<file path="src/rtl/alu_md_pkg.sv">
// Shared definitions for the iterative multiply/divide unit.
package alu_md_pkg;

  typedef enum logic [1:0] {
    MD_MULT  = 2'b00,
    MD_MULTU = 2'b01,
    MD_DIV   = 2'b10,
    MD_DIVU  = 2'b11
  } md_op_e;

  typedef enum logic [1:0] {
    IDLE = 2'b00,
    RUN  = 2'b01,
    FIX  = 2'b10
  } md_state_e;

  localparam int MD_DEFAULT_WIDTH = 32;

  // Width of the iteration counter, which must be able to hold WIDTH itself.
  function automatic int md_cnt_width(input int width);
    return $clog2(width + 1);
  endfunction

  // MULT and DIV treat their operands as two's complement.
  function automatic logic md_is_signed(input md_op_e op);
    return (op == MD_MULT) || (op == MD_DIV);
  endfunction

endpackage

</file>
<file path="src/rtl/md_abs_neg.sv">
// Conditional two's complement negation: used both to take operand
// magnitudes and to restore result signs.
module md_abs_neg #(
  parameter int W = 32
) (
  input  logic [W-1:0] i_val,
  input  logic         i_neg,
  output logic [W-1:0] o_val
);

  assign o_val = i_neg ? (~i_val + {{(W-1){1'b0}}, 1'b1}) : i_val;

endmodule

</file>
<file path="src/rtl/alu_md.sv">
// Iterative radix-2 multiply/divide unit with architectural HI/LO registers.
// Works on magnitudes for WIDTH cycles, then fixes signs in a final cycle.
module alu_md
  import alu_md_pkg::*;
#(
  parameter int WIDTH = MD_DEFAULT_WIDTH
) (
  input  logic             clk,
  input  logic             rst,
  input  logic             start,
  input  logic [1:0]       op,
  input  logic [WIDTH-1:0] a,
  input  logic [WIDTH-1:0] b,
  input  logic             cancel,
  input  logic             hi_we,
  input  logic             lo_we,
  input  logic [WIDTH-1:0] wdata,
  output logic             busy,
  output logic             done,
  output logic [WIDTH-1:0] hi,
  output logic [WIDTH-1:0] lo
);

  localparam int CW = md_cnt_width(WIDTH);

  md_state_e          r_state;
  logic [CW-1:0]      r_cnt;
  logic [2*WIDTH-1:0] r_acc;
  logic [WIDTH-1:0]   r_opnd;
  logic [WIDTH-1:0]   r_aOrig;
  logic [WIDTH-1:0]   r_hi;
  logic [WIDTH-1:0]   r_lo;
  logic               r_isDiv;
  logic               r_negQ;
  logic               r_negR;
  logic               r_divZero;
  logic               r_busy;
  logic               r_done;

  logic               w_opSigned;
  logic [WIDTH-1:0]   w_magA;
  logic [WIDTH-1:0]   w_magB;
  logic [WIDTH:0]     w_remShift;
  logic [WIDTH+1:0]   w_addA;
  logic [WIDTH+1:0]   w_addB;
  logic [WIDTH+1:0]   w_sum;
  logic [2*WIDTH-1:0] w_accNext;
  logic [2*WIDTH-1:0] w_prodFix;
  logic [WIDTH-1:0]   w_quoFix;
  logic [WIDTH-1:0]   w_remFix;
  logic [WIDTH-1:0]   w_fixHi;
  logic [WIDTH-1:0]   w_fixLo;

  assign w_opSigned = md_is_signed(md_op_e'(op));

  md_abs_neg #(.W(WIDTH)) u_absA (
    .i_val(a), .i_neg(w_opSigned & a[WIDTH-1]), .o_val(w_magA)
  );

  md_abs_neg #(.W(WIDTH)) u_absB (
    .i_val(b), .i_neg(w_opSigned & b[WIDTH-1]), .o_val(w_magB)
  );

  // Shared adder/subtractor: add for shift-add multiply, trial subtract for
  // restoring divide. The extra top bit is the borrow of the trial subtract.
  assign w_remShift = {r_acc[2*WIDTH-1:WIDTH], r_acc[WIDTH-1]};
  assign w_addA     = r_isDiv ? {1'b0, w_remShift} : {2'b00, r_acc[2*WIDTH-1:WIDTH]};
  assign w_addB     = {2'b00, r_opnd};
  assign w_sum      = r_isDiv ? (w_addA - w_addB) : (w_addA + w_addB);

  // One radix-2 step of the accumulator/remainder shift register.
  always_comb begin
    w_accNext = r_acc;
    if (r_isDiv) begin
      if (!w_sum[WIDTH+1])
        w_accNext = {w_sum[WIDTH-1:0], r_acc[WIDTH-2:0], 1'b1};
      else
        w_accNext = {w_remShift[WIDTH-1:0], r_acc[WIDTH-2:0], 1'b0};
    end else begin
      if (r_acc[0])
        w_accNext = {w_sum[WIDTH:0], r_acc[WIDTH-1:1]};
      else
        w_accNext = {1'b0, r_acc[2*WIDTH-1:WIDTH], r_acc[WIDTH-1:1]};
    end
  end

  md_abs_neg #(.W(2*WIDTH)) u_prodFix (
    .i_val(r_acc), .i_neg(r_negQ), .o_val(w_prodFix)
  );

  md_abs_neg #(.W(WIDTH)) u_quoFix (
    .i_val(r_acc[WIDTH-1:0]), .i_neg(r_negQ), .o_val(w_quoFix)
  );

  md_abs_neg #(.W(WIDTH)) u_remFix (
    .i_val(r_acc[2*WIDTH-1:WIDTH]), .i_neg(r_negR), .o_val(w_remFix)
  );

  // Final HI/LO selection; divide by zero bypasses sign correction entirely.
  always_comb begin
    w_fixHi = w_prodFix[2*WIDTH-1:WIDTH];
    w_fixLo = w_prodFix[WIDTH-1:0];
    if (r_isDiv) begin
      if (r_divZero) begin
        w_fixHi = r_aOrig;
        w_fixLo = '1;
      end else begin
        w_fixHi = w_remFix;
        w_fixLo = w_quoFix;
      end
    end
  end

  // Control FSM with registered busy/done, plus HI/LO and datapath registers.
  always_ff @(posedge clk or posedge rst) begin
    if (rst) begin
      r_state   <= IDLE;
      r_cnt     <= '0;
      r_acc     <= '0;
      r_opnd    <= '0;
      r_aOrig   <= '0;
      r_hi      <= '0;
      r_lo      <= '0;
      r_isDiv   <= 1'b0;
      r_negQ    <= 1'b0;
      r_negR    <= 1'b0;
      r_divZero <= 1'b0;
      r_busy    <= 1'b0;
      r_done    <= 1'b0;
    end else begin
      r_done <= 1'b0;
      if (r_state == IDLE) begin
        if (hi_we) r_hi <= wdata;
        if (lo_we) r_lo <= wdata;
      end
      if (cancel) begin
        r_state <= IDLE;
        r_busy  <= 1'b0;
        r_cnt   <= '0;
      end else begin
        case (r_state)
          IDLE: begin
            if (start) begin
              r_isDiv   <= op[1];
              r_negQ    <= w_opSigned & (a[WIDTH-1] ^ b[WIDTH-1]);
              r_negR    <= w_opSigned & a[WIDTH-1];
              r_divZero <= (b == '0);
              r_aOrig   <= a;
              if (op[1]) begin
                r_opnd <= w_magB;
                r_acc  <= {{WIDTH{1'b0}}, w_magA};
              end else begin
                r_opnd <= w_magA;
                r_acc  <= {{WIDTH{1'b0}}, w_magB};
              end
              r_cnt   <= CW'(WIDTH);
              r_busy  <= 1'b1;
              r_state <= RUN;
            end
          end
          RUN: begin
            r_acc <= w_accNext;
            r_cnt <= r_cnt - 1'b1;
            if (r_cnt == CW'(1)) r_state <= FIX;
          end
          FIX: begin
            r_hi    <= w_fixHi;
            r_lo    <= w_fixLo;
            r_done  <= 1'b1;
            r_busy  <= 1'b0;
            r_state <= IDLE;
          end
          default: begin
            r_busy  <= 1'b0;
            r_state <= IDLE;
          end
        endcase
      end
    end
  end

  assign busy = r_busy;
  assign done = r_done;
  assign hi   = r_hi;
  assign lo   = r_lo;

endmodule

</file>
<file path="config.mk">
export PLATFORM = sky130hd
export DESIGN_NAME = alu_md
export DESIGN_NICKNAME = d
export VERILOG_FILES = /design/src/rtl/alu_md_pkg.sv /design/src/rtl/md_abs_neg.sv /design/src/rtl/alu_md.sv
export SDC_FILE = /design/constraint.sdc
export NUM_CORES = 1
export LEC_CHECK = 0
export BUFFER_PORTS_ARGS = -buffer_cell sky130_fd_sc_hd__buf_2
export CORE_MARGIN = 5
export CORE_UTILIZATION = 60
export DETAILED_ROUTE_END_ITERATION = 7
export PLACE_DENSITY = 0.87
export SETUP_SLACK_MARGIN = 0.3
export SYNTH_ARGS = -nofsm -noshare
export SYNTH_HDL_FRONTEND = slang
export SYNTH_SLANG_ARGS = --single-unit
</file>
<file path="constraint.sdc">
create_clock -name clk -period 9.9 [get_ports clk]
set_input_delay 1.98 -clock clk [delete_from_list [all_inputs] [get_ports clk]]
set_output_delay 1.98 -clock clk [all_outputs]
set_load 0.01 [all_outputs]
</file>
==> summary.md <==
| Metric | Value |
|---|---|
| Run status | `finished, final reports clean` |
| Hold depth | `2` |
| Detailed-route via count | `about 18k` |
| Cell internal pwr | `2.34 mW` |
| Pwr Total | `4.36 mW` |
| Post-synthesis cell count | `between 2k and 2.5k` |
| Flop-to-flop setup slack | `4.13 ns` |
| RePlAce Congestion | `0.997` |
| Max cap viols | `0` |
| Area Overhead vs Synth | `9.24%` |
| Synth Register Bits | `206` |
| Worst hold start | `r_aOrig[11]` |
| Number of global-route vias before repair | `16.3k` |
| Share of layout cells above drive strength 1 | `13.5%` |
| CTS resizes | `0` |
| Critical-path cell list | `or4_4 > or4_4 > nor4b_1 > and3b_1 > a21oi_1 > xnor2_1 > ha_1 > nand4_1 > nor4_1 > a21oi_1 > o21ai_0 > a41oi_1 > o211ai_4 > buf_4 > mux2_2 > a221o_1` |
| Fraction of power spent switching nets | `46.5%` |
| Initial Util | `61.0%` |
| RSZ-0062 raised after global routing | `false` |
| # placed instances | `2569` |
| Wirelength, routed | `61.1 mm` |
| Worst Skew | `0.0229 ns` |
| Worst VDD drop | `151 µV` |
| CTS tree | `done` |
| Antenna violations before repair | `2` |
| Delay of the slowest critical-path stage | `a little over 0.6 ns` |
| Post-CTS Setup Bufs | `0` |
| DRC | `0` |
| Reg2Reg Depth | `16` |
| Fin crit period | `5.77 ns` |
| Num CTS Buffers | `23` |
| First-pass GRT wire length | `93.5 mm` |
| Highest Clock Rate | `173 MHz` |
| Slew margin rel. | `28.4%` |
| Die Width | `178 µm` |
| Fin crit share | `58.3%` |
| HPWL after DPL | `roughly 46 mm` |
| Max H-tree Level | `1` |
| Fin util | `roughly 67%` |
| Root Driver | `clkbuf_16` |
| Worst skew pair latency | `between 0.5 and 0.6 ns` |
| Top cells by area, synth | `dfrtp_1 30%, nand2_1 8.0%, o21ai_0 6.5%, mux2i_1 6.1%, xnor2_1 5.0%` |
| Critical R2R Launch | `r_opnd[8]` |
| GRT overflow | `0` |
| Yosys cell types | `74` |
| Antenna diodes | `0` |
| CP Capture Type | `register` |
| Worst setup SP type | `register` |
| Most common cell after layout, fill and taps aside | `nand2_1` |
| CTS max path bufs | `3` |
| Most frequent cells in the layout | `360 x nand2_1, 220 x o21ai_0, 205 x dfrtp_1` |
| Post-synth EDFFs | `0` |
| Design area | `0.0186 mm²` |
| Cell family with most CP delay | `simple AND/OR/NAND/NOR gates` |
| Synth warnings | `0` |
| Post-route ant nets | `0` |
| Mapped Nets | `2316` |
| Hold slack final | `0.487 ns` |
| Dpl ws | `~4.2 ns` |
| Row count | `61` |
| Mean Syn Cell Area | `7.82 µm²` |
| Setup TNS | `0 ns` |
| Logic pwr share | `about half` |
| Final Hold Viols | `0` |
| Ys flop type | `dfrtp_1` |
| Sequential Power Share | `30.4%` |
| Asr flop ratio synth | `100%` |
| Clock Power Share | `19.4%` |
| Pre-antenna DRT Iters | `6` |
| Worst-path clk slew | `0.06 ns` |
| Number of setup violations in the final report | `0` |
| Psw | `2.03 mW` |
| Mapped Area | `0.0170 mm²` |
| Area share of the largest cell type after synthesis | `30.3%` |
| # port buffers | `169` |
| WP buf/inv | `1` |
| CP required | `10.30 ns` |
| CP Class | `reg2reg` |
| Post-synthesis sequential area ratio | `30.3%` |
| Synth area leader | `dfrtp_1` |
| Core area | `0.0279 mm²` |
| Die area | `roughly 0.032 mm²` |
| Crit path arrival time | `6.17 ns` |
| Vias/cell | `approximately 6.7` |
| Post-layout nets | `2360` |
| Hold-fix buffers, CTS | `0` |
| Non-filler instance count after layout | `2607` |
| CP Max Fanout | `36` |
| Worst reg2reg path endpoint | `r_acc[62]` |
| GRT Util Overall | `a little under two fifths` |
| Lkg Pwr | `7.97 nW` |
| Pin count of the biggest net entering global routing | `~140` |
| Measured slew at the worst slew-check pin | `between 1 and 1.5 ns` |
| Hold Crit Class | `reg2reg` |
| Pwr dens | `235 mW/mm²` |
| IO Pins | `170` |
| # clock sinks | `just over 200` |
| WL/cell | `~23 µm` |
| Die Ht | `178 µm` |
| Initial DRC count | `2454` |
| Max stage delay cell, worst path | `nor4b_1` |
| Placed instance area | `0.0178 mm²` |
| Final slew viol count | `0` |
| Final worst slack | `4.13 ns` |
| WHS Endpoint | `r_aOrig[11]` |
-- Yosys cell counts, types with 4 or more instances --
cell type and instances:
a22o_1 8, buf_1 20, o311ai_0 4, nand4_1 10
a22oi_1 17, dfrtp_1 206, a221o_1 5, nor2_1 154
nor3_1 55, o31ai_1 31, o22a_1 8, nor4_1 14
a21o_1 11, o41ai_1 21, or2_2 9, o211ai_1 17
buf_2 6, or4_1 18, xor2_1 90, or3_1 25
nor2b_1 11, nand2b_1 16, o221ai_1 12, mux2_2 45
o21bai_1 6, ha_1 39, and3_1 8, o2111ai_1 8
nand2_1 361, o22ai_1 12, or4_4 4, nand3_1 23
inv_1 36, xnor2_1 96, mux2i_1 103, o21ai_0 220
clkbuf_1 143, a211oi_1 23, a31oi_1 16, a21oi_1 166
o21a_1 13, and2_1 12, a32oi_1 23
-- worst max-delay path by stage --
| stage | slack (ns) | startpoint | to | depth (start not counted) |
|---|---|---|---|---|
| after detailed placement | 4.17 | r_opnd[8] | r_acc[62] | 14 |
| after floorplan | 2.30 | rst | busy | 1 |
| after global placement | 4.26 | r_opnd[8] | r_acc[62] | 16 |
| after CTS | 4.18 | r_opnd[8] | r_acc[43] | 17 |
| after global routing | 3.68 | r_opnd[8] | r_acc[37] | 17 |
| final | 4.13 | r_opnd[8] | r_acc[62] | 16 |
-- routing by layer --
layer  global-route usage (%)  routed length (µm)  up-vias
li1                         -                   -     7870
met1                     53.2               24700     8329
met2                     55.1               25400     1148
met3                     8.86                7660      178
met4                     15.7                3220        4
met5                        0                  24        -
-- kinds of logic (layout without fill, tap and decap cells) --
group / count (synthesis) / in the layout / share of synthesized area, %
compound gates: 647 / 647 / 23.8
buf+inv: 209 / 266 / 4.71
fa+ha+maj: 40 / 40 / 2.99
xor+xnor: 187 / 187 / 9.75
flops: 206 / 206 / 30.3
simple gates: 735 / 735 / 19.4
mux: 148 / 148 / 9.05
-- tightest hold or removal path, stage by stage, from the launching register on --
cell,delay [ns]
dfrtp_1,0.35
nand2_1,0.05
nand2_1,0.05
-- power groups by stage --
| stage | Sequential [mW] | Combinational, mW | Clock [mW] |
|---|---|---|---|
| global placement | 1.31 | 2.07 | 0 |
| finish | 1.33 | 2.19 | 0.847 |
| detailed placement | 1.32 | 2.11 | 0 |
| global route | 1.34 | 2.37 | 0.888 |
| floorplan | 1.14 | 1.63 | 0 |
| CTS | 1.30 | 2.13 | 0.848 |
-- flip-flops by register name, indices dropped and copies added, names as in the netlist --
signal and count:
r_isDiv 1, r_acc 64, r_divZero 1, lo 32, busy 1, r_negQ 1
r_cnt 6, done 1, r_state 2, r_opnd 32, hi 32, r_aOrig 32
r_negR 1
-- cell type report --
cell class / instances / area, µm²
clock buffer: 29 / 618
clock inverter: 9 / 104
fill: 2323 / 9300
inverter: 38 / 150
multi-input combinational: 1757 / 11000
sequential: 206 / 5160
tap: 378 / 473
timing repair buffer: 190 / 1000
No activity file was read; power rests on OpenSTA's default activity.
